File: config.mk
export PLATFORM = sky130hd
export DESIGN_NAME = weighted_voter_flat
export DESIGN_NICKNAME = d
export VERILOG_FILES = /design/src/rtl/weighted_voter_if.sv /design/src/rtl/weighted_voter.sv /design/src/flat_wrapper.sv
export SDC_FILE = /design/constraint.sdc
export NUM_CORES = 1
export LEC_CHECK = 0
export CAP_MARGIN = 20
export CORE_MARGIN = 4
export CORE_UTILIZATION = 43
export DETAILED_ROUTE_END_ITERATION = 12
export PLACE_DENSITY = 0.68
export SYNTH_ARGS = -nofsm -noshare
export SYNTH_HDL_FRONTEND = slang
export SYNTH_SLANG_ARGS = --single-unit
File: constraint.sdc
create_clock -name clk -period 7.9 [get_ports clk]
set_clock_uncertainty 0.15 [all_clocks]
set_input_delay 0.79 -clock clk [delete_from_list [all_inputs] [get_ports clk]]
set_output_delay 0.79 -clock clk [all_outputs]
set_load 0.05 [all_outputs]
File: src/rtl/weighted_voter_if.sv
// Bundle of session control, vote inputs and tally outputs shared between
// the weighted voter and whoever drives it.
interface weighted_voter_if #(
    parameter int NP_N   = 32,
    parameter int VIP_N  = 8,
    parameter int VVIP_N = 1,
    parameter int RES_W  = 8
);
    localparam int CW = $clog2(NP_N + VIP_N + VVIP_N + 1);

    logic              start;
    logic              close;
    logic [NP_N-1:0]   np;
    logic [VIP_N-1:0]  vip;
    logic [VVIP_N-1:0] vvip;
    logic [RES_W-1:0]  threshold;
    logic [RES_W-1:0]  result;
    logic [CW-1:0]     voters;
    logic              open;
    logic              pass;
    logic              sat;

    modport master (
        output start, close, np, vip, vvip, threshold,
        input  result, voters, open, pass, sat
    );

    modport slave (
        input  start, close, np, vip, vvip, threshold,
        output result, voters, open, pass, sat
    );
endinterface

File: src/rtl/weighted_voter.sv
// Session-based weighted vote tally: each voter counts once per session,
// the tally saturates with a sticky flag, and pass is decided after close.
module weighted_voter #(
    parameter int NP_N   = 32,
    parameter int VIP_N  = 8,
    parameter int VVIP_N = 1,
    parameter int W_NP   = 1,
    parameter int W_VIP  = 4,
    parameter int W_VVIP = 16,
    parameter int RES_W  = 8
) (
    input  logic           clk,
    input  logic           reset,
    weighted_voter_if.slave bus
);
    localparam int CW      = $clog2(NP_N + VIP_N + VVIP_N + 1);
    localparam int INC_MAX = W_NP * NP_N + W_VIP * VIP_N + W_VVIP * VVIP_N;
    localparam int IW      = $clog2(INC_MAX + 1);
    localparam int SW      = ((RES_W > IW) ? RES_W : IW) + 1;

    typedef enum logic [1:0] {
        ST_IDLE   = 2'd0,
        ST_OPEN   = 2'd1,
        ST_CLOSED = 2'd2
    } state_t;

    state_t            state_q, state_d;
    logic [RES_W-1:0]  result_q, result_d;
    logic [CW-1:0]     voters_q, voters_d;
    logic              sat_q, sat_d;
    logic              open_q, open_d;
    logic [NP_N-1:0]   rec_np_q, rec_np_d;
    logic [VIP_N-1:0]  rec_vip_q, rec_vip_d;
    logic [VVIP_N-1:0] rec_vvip_q, rec_vvip_d;

    logic [NP_N-1:0]   new_np_s;
    logic [VIP_N-1:0]  new_vip_s;
    logic [VVIP_N-1:0] new_vvip_s;
    logic [CW-1:0]     cnt_np_s, cnt_vip_s, cnt_vvip_s;
    logic [IW-1:0]     inc_s;
    logic [SW-1:0]     sum_s;
    logic [SW-1:0]     res_max_s;

    // New-vote detection, per-class popcounts and the weighted increment.
    always_comb begin
        new_np_s   = bus.np & ~rec_np_q;
        new_vip_s  = bus.vip & ~rec_vip_q;
        new_vvip_s = bus.vvip & ~rec_vvip_q;
        cnt_np_s   = {CW{1'b0}};
        cnt_vip_s  = {CW{1'b0}};
        cnt_vvip_s = {CW{1'b0}};
        for (int i = 0; i < NP_N; i++) begin
            cnt_np_s = cnt_np_s + CW'(new_np_s[i]);
        end
        for (int i = 0; i < VIP_N; i++) begin
            cnt_vip_s = cnt_vip_s + CW'(new_vip_s[i]);
        end
        for (int i = 0; i < VVIP_N; i++) begin
            cnt_vvip_s = cnt_vvip_s + CW'(new_vvip_s[i]);
        end
        inc_s = IW'(W_NP) * IW'(cnt_np_s)
              + IW'(W_VIP) * IW'(cnt_vip_s)
              + IW'(W_VVIP) * IW'(cnt_vvip_s);
        sum_s     = SW'(result_q) + SW'(inc_s);
        res_max_s = {{(SW - RES_W){1'b0}}, {RES_W{1'b1}}};
    end

    // Next-state and next-tally logic; start always wins over close.
    always_comb begin
        state_d    = state_q;
        result_d   = result_q;
        voters_d   = voters_q;
        sat_d      = sat_q;
        rec_np_d   = rec_np_q;
        rec_vip_d  = rec_vip_q;
        rec_vvip_d = rec_vvip_q;
        case (state_q)
            ST_IDLE, ST_CLOSED: begin
                if (bus.start) begin
                    state_d    = ST_OPEN;
                    result_d   = {RES_W{1'b0}};
                    voters_d   = {CW{1'b0}};
                    sat_d      = 1'b0;
                    rec_np_d   = {NP_N{1'b0}};
                    rec_vip_d  = {VIP_N{1'b0}};
                    rec_vvip_d = {VVIP_N{1'b0}};
                end else begin
                    state_d = state_q;
                end
            end
            ST_OPEN: begin
                if (bus.start) begin
                    state_d    = ST_OPEN;
                    result_d   = {RES_W{1'b0}};
                    voters_d   = {CW{1'b0}};
                    sat_d      = 1'b0;
                    rec_np_d   = {NP_N{1'b0}};
                    rec_vip_d  = {VIP_N{1'b0}};
                    rec_vvip_d = {VVIP_N{1'b0}};
                end else begin
                    // Votes on the closing edge still count.
                    rec_np_d   = rec_np_q | new_np_s;
                    rec_vip_d  = rec_vip_q | new_vip_s;
                    rec_vvip_d = rec_vvip_q | new_vvip_s;
                    voters_d   = voters_q + cnt_np_s + cnt_vip_s + cnt_vvip_s;
                    if (sum_s > res_max_s) begin
                        result_d = {RES_W{1'b1}};
                        sat_d    = 1'b1;
                    end else begin
                        result_d = sum_s[RES_W-1:0];
                    end
                    if (bus.close) begin
                        state_d = ST_CLOSED;
                    end else begin
                        state_d = ST_OPEN;
                    end
                end
            end
            default: begin
                state_d = ST_IDLE;
            end
        endcase
        open_d = (state_d == ST_OPEN);
    end

    // State, tally and voter-record registers.
    always_ff @(posedge clk or negedge reset) begin
        if (!reset) begin
            state_q    <= ST_IDLE;
            result_q   <= {RES_W{1'b0}};
            voters_q   <= {CW{1'b0}};
            sat_q      <= 1'b0;
            open_q     <= 1'b0;
            rec_np_q   <= {NP_N{1'b0}};
            rec_vip_q  <= {VIP_N{1'b0}};
            rec_vvip_q <= {VVIP_N{1'b0}};
        end else begin
            state_q    <= state_d;
            result_q   <= result_d;
            voters_q   <= voters_d;
            sat_q      <= sat_d;
            open_q     <= open_d;
            rec_np_q   <= rec_np_d;
            rec_vip_q  <= rec_vip_d;
            rec_vvip_q <= rec_vvip_d;
        end
    end

    assign bus.result = result_q;
    assign bus.voters = voters_q;
    assign bus.sat    = sat_q;
    assign bus.open   = open_q;
    // pass follows the live threshold, so it is decoded rather than stored.
    assign bus.pass   = (state_q == ST_CLOSED) && (result_q >= bus.threshold);
endmodule
File: src/flat_wrapper.sv
// flat-port wrapper written by rule: the top's interface ports become plain ports
module weighted_voter_flat 
#(
    parameter int NP_N   = 32,
    parameter int VIP_N  = 8,
    parameter int VVIP_N = 1,
    parameter int W_NP   = 1,
    parameter int W_VIP  = 4,
    parameter int W_VVIP = 16,
    parameter int RES_W  = 8
)
  (clk, reset, bus_start, bus_close, bus_np, bus_vip, bus_vvip, bus_threshold, bus_result, bus_voters, bus_open, bus_pass, bus_sat);
  weighted_voter_if #(.NP_N(NP_N), .VIP_N(VIP_N), .VVIP_N(VVIP_N), .RES_W(RES_W)) bus_i ();
  input  logic clk;
  input  logic reset;
  input wire logic [$bits(bus_i.start)-1:0] bus_start;
  input wire logic [$bits(bus_i.close)-1:0] bus_close;
  input wire logic [$bits(bus_i.np)-1:0] bus_np;
  input wire logic [$bits(bus_i.vip)-1:0] bus_vip;
  input wire logic [$bits(bus_i.vvip)-1:0] bus_vvip;
  input wire logic [$bits(bus_i.threshold)-1:0] bus_threshold;
  output wire logic [$bits(bus_i.result)-1:0] bus_result;
  output wire logic [$bits(bus_i.voters)-1:0] bus_voters;
  output wire logic [$bits(bus_i.open)-1:0] bus_open;
  output wire logic [$bits(bus_i.pass)-1:0] bus_pass;
  output wire logic [$bits(bus_i.sat)-1:0] bus_sat;
  assign bus_i.start = bus_start;
  assign bus_i.close = bus_close;
  assign bus_i.np = bus_np;
  assign bus_i.vip = bus_vip;
  assign bus_i.vvip = bus_vvip;
  assign bus_i.threshold = bus_threshold;
  assign bus_result = bus_i.result;
  assign bus_voters = bus_i.voters;
  assign bus_open = bus_i.open;
  assign bus_pass = bus_i.pass;
  assign bus_sat = bus_i.sat;
  weighted_voter #(.NP_N(NP_N), .VIP_N(VIP_N), .VVIP_N(VVIP_N), .W_NP(W_NP), .W_VIP(W_VIP), .W_VVIP(W_VVIP), .RES_W(RES_W)) u_core (.clk(clk), .reset(reset), .bus(bus_i));
endmodule
[Word level (Yosys, flattened, before mapping)]
Cells that the tools add are included.
Operators by class
  add/subtract/negate cells: 44
  $lt $le $gt $ge: 2
  equal/unequal tests: 5
  muxes and demuxes: 22
  bitwise gates (word level): 9
  reduce and logical (&&, ||, !) cells: 6
Operators with widths (number)
  adder 6 x 1 -> 6 bit: 37
  2-to-1 mux 32 bit: 2
  case mux 32 bit (2 select lines): 1
  AND 32 bit: 1
  2-to-1 mux 8 bit: 4
  NOT 32 bit: 1
  OR 32 bit: 1
  case mux 8 bit (2 select lines): 2
  adder 6 bit: 2
  2-to-1 mux 6 bit: 2
  case mux 6 bit (2 select lines): 1
  adder 8 x 7 -> 9 bit: 1
  > comparator 9 x 8 -> 1 bit (second input constant): 1
  AND 8 bit: 1
  >= comparator 8 bit: 1
  NOT 8 bit: 1
  OR 8 bit: 1
  adder 6 x 7 -> 7 bit: 1
  adder 7 x 5 -> 7 bit: 1
  2-to-1 mux 2 bit: 3
  adder 1 x 1 -> 2 bit: 2
  == test 2 x 1 -> 1 bit (second input constant): 2
  2-to-1 mux 1 bit: 4
  case mux 1 bit (2 select lines): 2
  other kinds (13): 13
Word-level totals
  flip-flop bits (word level): 59
  input port bits: 53
  output and inout bits: 17
  logic and storage cells: 96

[Depth between registers and ports, before layout]
  depth after elaboration: 40
  mapped depth: 32
  mapped depth without buffers: 32

[Worst setup path before layout]
No wires, ideal clock.
  path type: input -> register
  from: input bus_np[1]
  to: register u_core.result_q[4], in the netlist u_core.bus.result[4]
  arrival time: 7877 ps
  required time: 7629 ps
  setup slack: -248 ps
  stages on the path: 28
  path buffers: 0
  cells stage by stage: nor2b_1 -> ha_1 -> inv_1 -> fa_1 -> fa_1 -> fa_1 -> fa_1 -> fa_1 -> fa_1 -> fa_1 -> fa_1 -> nor2b_1 -> o21ai_0 -> nand2b_1 -> xor2_1 -> inv_1 -> fa_1 -> inv_1 -> ha_1 -> a21o_1 -> a21oi_1 -> xnor2_1 -> ha_1 -> o21ai_0 -> a21oi_2 -> o21ai_4 -> a21bo_1 -> a22o_1
On the way
  cells in the longest elaborated chain, start to end: 39
RTL lines
  start: declaration: line flat_wrapper.sv:18  | input wire logic [$bits(bus_i.np)-1:0] bus_np;
  AND 32 bit (*): line weighted_voter.sv:46  | new_np_s = bus.np & ~rec_np_q;
  adder 1 x 1 -> 2 bit (*): line weighted_voter.sv:53  | cnt_np_s = cnt_np_s + CW'(new_np_s[i]);
  adder 6 x 1 -> 6 bit (*) (30 in series): line weighted_voter.sv:53
  adder 6 x 7 -> 7 bit (*): line weighted_voter.sv:62  | + IW'(W_VIP) * IW'(cnt_vip_s)
  adder 7 x 5 -> 7 bit (*): line weighted_voter.sv:63  | + IW'(W_VVIP) * IW'(cnt_vvip_s);
  adder 8 x 7 -> 9 bit (*): line weighted_voter.sv:64  | sum_s = SW'(result_q) + SW'(inc_s);
  > comparator 9 x 8 -> 1 bit: line weighted_voter.sv:106  | if (sum_s > res_max_s) begin
  2-to-1 mux 8 bit (*): line weighted_voter.sv:106
  2-to-1 mux 8 bit (*): line weighted_voter.sv:92  | if (bus.start) begin
  case mux 8 bit (2 select lines) (*): line weighted_voter.sv:77  | case (state_q)
  end signal: assignment: line weighted_voter.sv:130  | result_q <= {RES_W{1'b0}};
  end signal: assignment: line weighted_voter.sv:139  | result_q <= result_d;
  end: declaration: line weighted_voter.sv:28  | logic [RES_W-1:0] result_q, result_d;
Every way passes the cells marked *; elsewhere a longest branch is shown, timed or not.
A chain may end at the register's enable or synchronous reset.

[Worst setup path in the final report]
  from: input bus_np[0]
  to: register u_core.result_q[4], in the netlist u_core.bus.result[4]
Same word-level chain as after synthesis.

==> impl_metrics.env <==
export IMPL_status="finished clean"
export IMPL_yosysWarnings=0
export IMPL_first_pass_iters=4
export IMPL_wl_per_cell_um=14.7
export IMPL_worstSetupPathType="in -> reg"
export IMPL_cp_top_family="adder cells"
export IMPL_drive_gt1_share_pct=12.8
export IMPL_viasPerCell=5.04
export IMPL_detailed_place_hpwl_mm=6.65
export IMPL_syn_nets=517
export IMPL_fin_crit_ns=7.77
export IMPL_diodes=0
export IMPL_synth_top_area_cell="dfrtp_1"
export IMPL_slew_headroom_pct=46.1
export IMPL_n_fill_cell=904
export IMPL_num_vias=3105
export IMPL_cts_root_buffer="clkbuf_8"
export IMPL_grt_setup_unrepaired="true"
export IMPL_drc=0
export IMPL_grt_first_pass_wirelength_mm=15.5
export IMPL_first_iter_violations=124
export IMPL_nets=605
export IMPL_syn_avg_cell_area_um2=11.0
export IMPL_cts_max_level=3
export IMPL_ys_seq_elements=59
export IMPL_postRouteWirelength_mm=9.03
export IMPL_worst_pin_slew_ns=0.809
export IMPL_std_cell_rows=36
export IMPL_crit_top_cell="fa_1"
export IMPL_die_w_um=108
export IMPL_setup_violations=0
export IMPL_utilization_pct=56.4
export IMPL_grt_max_degree=60
export IMPL_async_flop_share_pct=100
export IMPL_synth_cell_types=37
export IMPL_crit_required_ns=7.98
export IMPL_ios=70
export IMPL_antenna_found_initial=0
export IMPL_start_util_pct=44.0
export IMPL_tritoncts="yes"
export IMPL_max_stage_delay_ns=0.56
export IMPL_synth_area_top_cells="dfrtp_1 34%, fa_1 17%, ha_1 11%, a22o_1 11%, inv_1 5.1%"
export IMPL_clock_latency_ns=0.34
export IMPL_clock_sinks=59
export IMPL_core_um2=9730
export IMPL_critical_path_arrival_ns=7.84
export IMPL_cts_buffer_depth=2
export IMPL_grt_ovfl_total=0
export IMPL_cts_made_buffers=9
export IMPL_clkTransAtPathRegs_ns=0.07
export IMPL_slew_viol_final=0
export IMPL_synthCells=390
export IMPL_ant_nets=0
export IMPL_timing_final_hold_violations=0
export IMPL_crit_fanout=5
export IMPL_hp_class="reg -> reg"
export IMPL_gp_congestion=0.842
export IMPL_port_buffers=69
export IMPL_yosys_top_cells_count="59 x dfrtp_1, 58 x inv_1, 52 x a22o_1"
export IMPL_design_die_area_um2=11600
export IMPL_synthesis_area_um2=4280
export IMPL_max_cap_violations=0
export IMPL_grt_use_total_pct=16.8
export IMPL_regArea_um2=1480
export IMPL_grt_pass1_vias=3302
export IMPL_crit_start="bus_np[0]"
export IMPL_synth_flop_cell="dfrtp_1"
export IMPL_multi_input_area_um2=2610
export IMPL_area_growth_synth_to_final_pct=28.3
export IMPL_hold_start="u_core.rec_vip_q[7]$_DFFE_PN0P_"
export IMPL_worst_r2r_startpoint="u_core.rec_np_q[1]$_DFFE_PN0P_"
export IMPL_worstSetupEndpointType="flop"
export IMPL_finalCritPeriodShare_pct=98.3
export IMPL_ys_seq_area_share_pct=34.5
export IMPL_synth_top_area_share_pct=34.5
export IMPL_synth_edf_count=0
export IMPL_crit_buf_inv=4
export IMPL_worstSetupStartpointType="input pin"
export IMPL_fp_dieH_um=108
export IMPL_cp_slowest_cell="fa_1"
export IMPL_synth_most_common_cell="dfrtp_1"
export IMPL_max_freq_mhz=129
[registers in the layout (all words and copies together) (netlist names)]
register and count:
u_core.rec_np_q 32, u_core.bus.result 8, u_core.rec_vip_q 8, u_core.bus.voters 6, u_core.state_q 2, u_core.bus.open 1, u_core.bus.sat 1, u_core.rec_vvip_q 1
[cell type report]
cell class,count,area share (%)
sequential,59,26.9
inverter,58,3.96
tap,133,3.03
multi-input combinational,261,47.5
clock buffer,9,2.26
timing repair buffer,89,15.1
clock inverter,7,1.25
[path summary, 6_finish.rpt]
| kind | to | slack [ns] | cells after the start |
|---|---|---|---|
| worst max-delay path | u_core.bus.result[4]$_DFFE_PN0P_ | 0.13 | 29 |
| worst min-delay path | u_core.rec_vip_q[7]$_DFFE_PN0P_ | 0.35 | 1 |
| worst max register to register | u_core.bus.result[4]$_DFFE_PN0P_ | 0.34 | 28 |
| worst min register to register | u_core.rec_vip_q[7]$_DFFE_PN0P_ | 0.35 | 1 |
| max in group asynchronous | u_core.bus.voters[4]$_DFFE_PN0P_ | 6.63 | 2 |
| min in group asynchronous | u_core.rec_np_q[18]$_DFFE_PN0P_ | 0.44 | 2 |
[placed cells by master (no fill, tap or decap), types with 9 or more instances in the layout]
cell              n
a22o_1           52
clkdlybuf4s50_1  52
dfrtp_1          59
dlygate4sd2_1    13
ha_1             37
nor2_1           10
a21oi_1          13
buf_4            19
nor2b_1          11
inv_1            57
clkbuf_8          9
o21ai_0           9
fa_1             34
nand2b_1         32
[metrics by stage]
stage	setup WS [ns]	instance area (µm²)	hold WS (ns)	cells	TNS, ns
global route	-0.160	5490	0.354	616	-1.05
floorplan	0.0158	4290	0.307	390	0
detailed placement	-0.631	5210	0.323	596	-5.24
global placement	-0.518	5210	0.324	596	-4.22
CTS	0.00713	5430	0.346	615	0
finish	0.134	5490	0.345	616	0
[per-layer routing]
metal	part of all wire [%]	vias up	track usage, %
met1	47	1520	23.4
li1	-	1492	-
met5	0	-	0
met2	46	87	26.6
met4	1.0	0	4.87
met3	6.0	6	3.66
[kinds of logic after synthesis]
kind of cell	synth area share (%)
AOI/OAI and AO/OA	18.4
and+or+nand+nor	10.2
adders and majority gates	27.9
buffers and inverters	6.40
DFF	34.5
xor gates and xnor gates	2.57
[worst reg2reg max path: cells and delay by family (launching register included)]
kind	cells	cell delay, ns
adders and majority gates	12	4.89
AOI/OAI and AO/OA	8	1.17
DFF	1	0.41
and+or+nand+nor	3	0.33
xor gates and xnor gates	2	0.31
buffers and inverters	3	0.19
[what timing repair did]
action	4_1_cts	5_1_grt
resized for setup	27	13
endpoints found under the setup margin	9	9
setup buffers	3	1
pin swaps	24	21
hold buffers	0	0
Power is left out: the tool's default activity adds up to more than one toggle a clock period on the data nets, which glitch-free logic cannot reach.
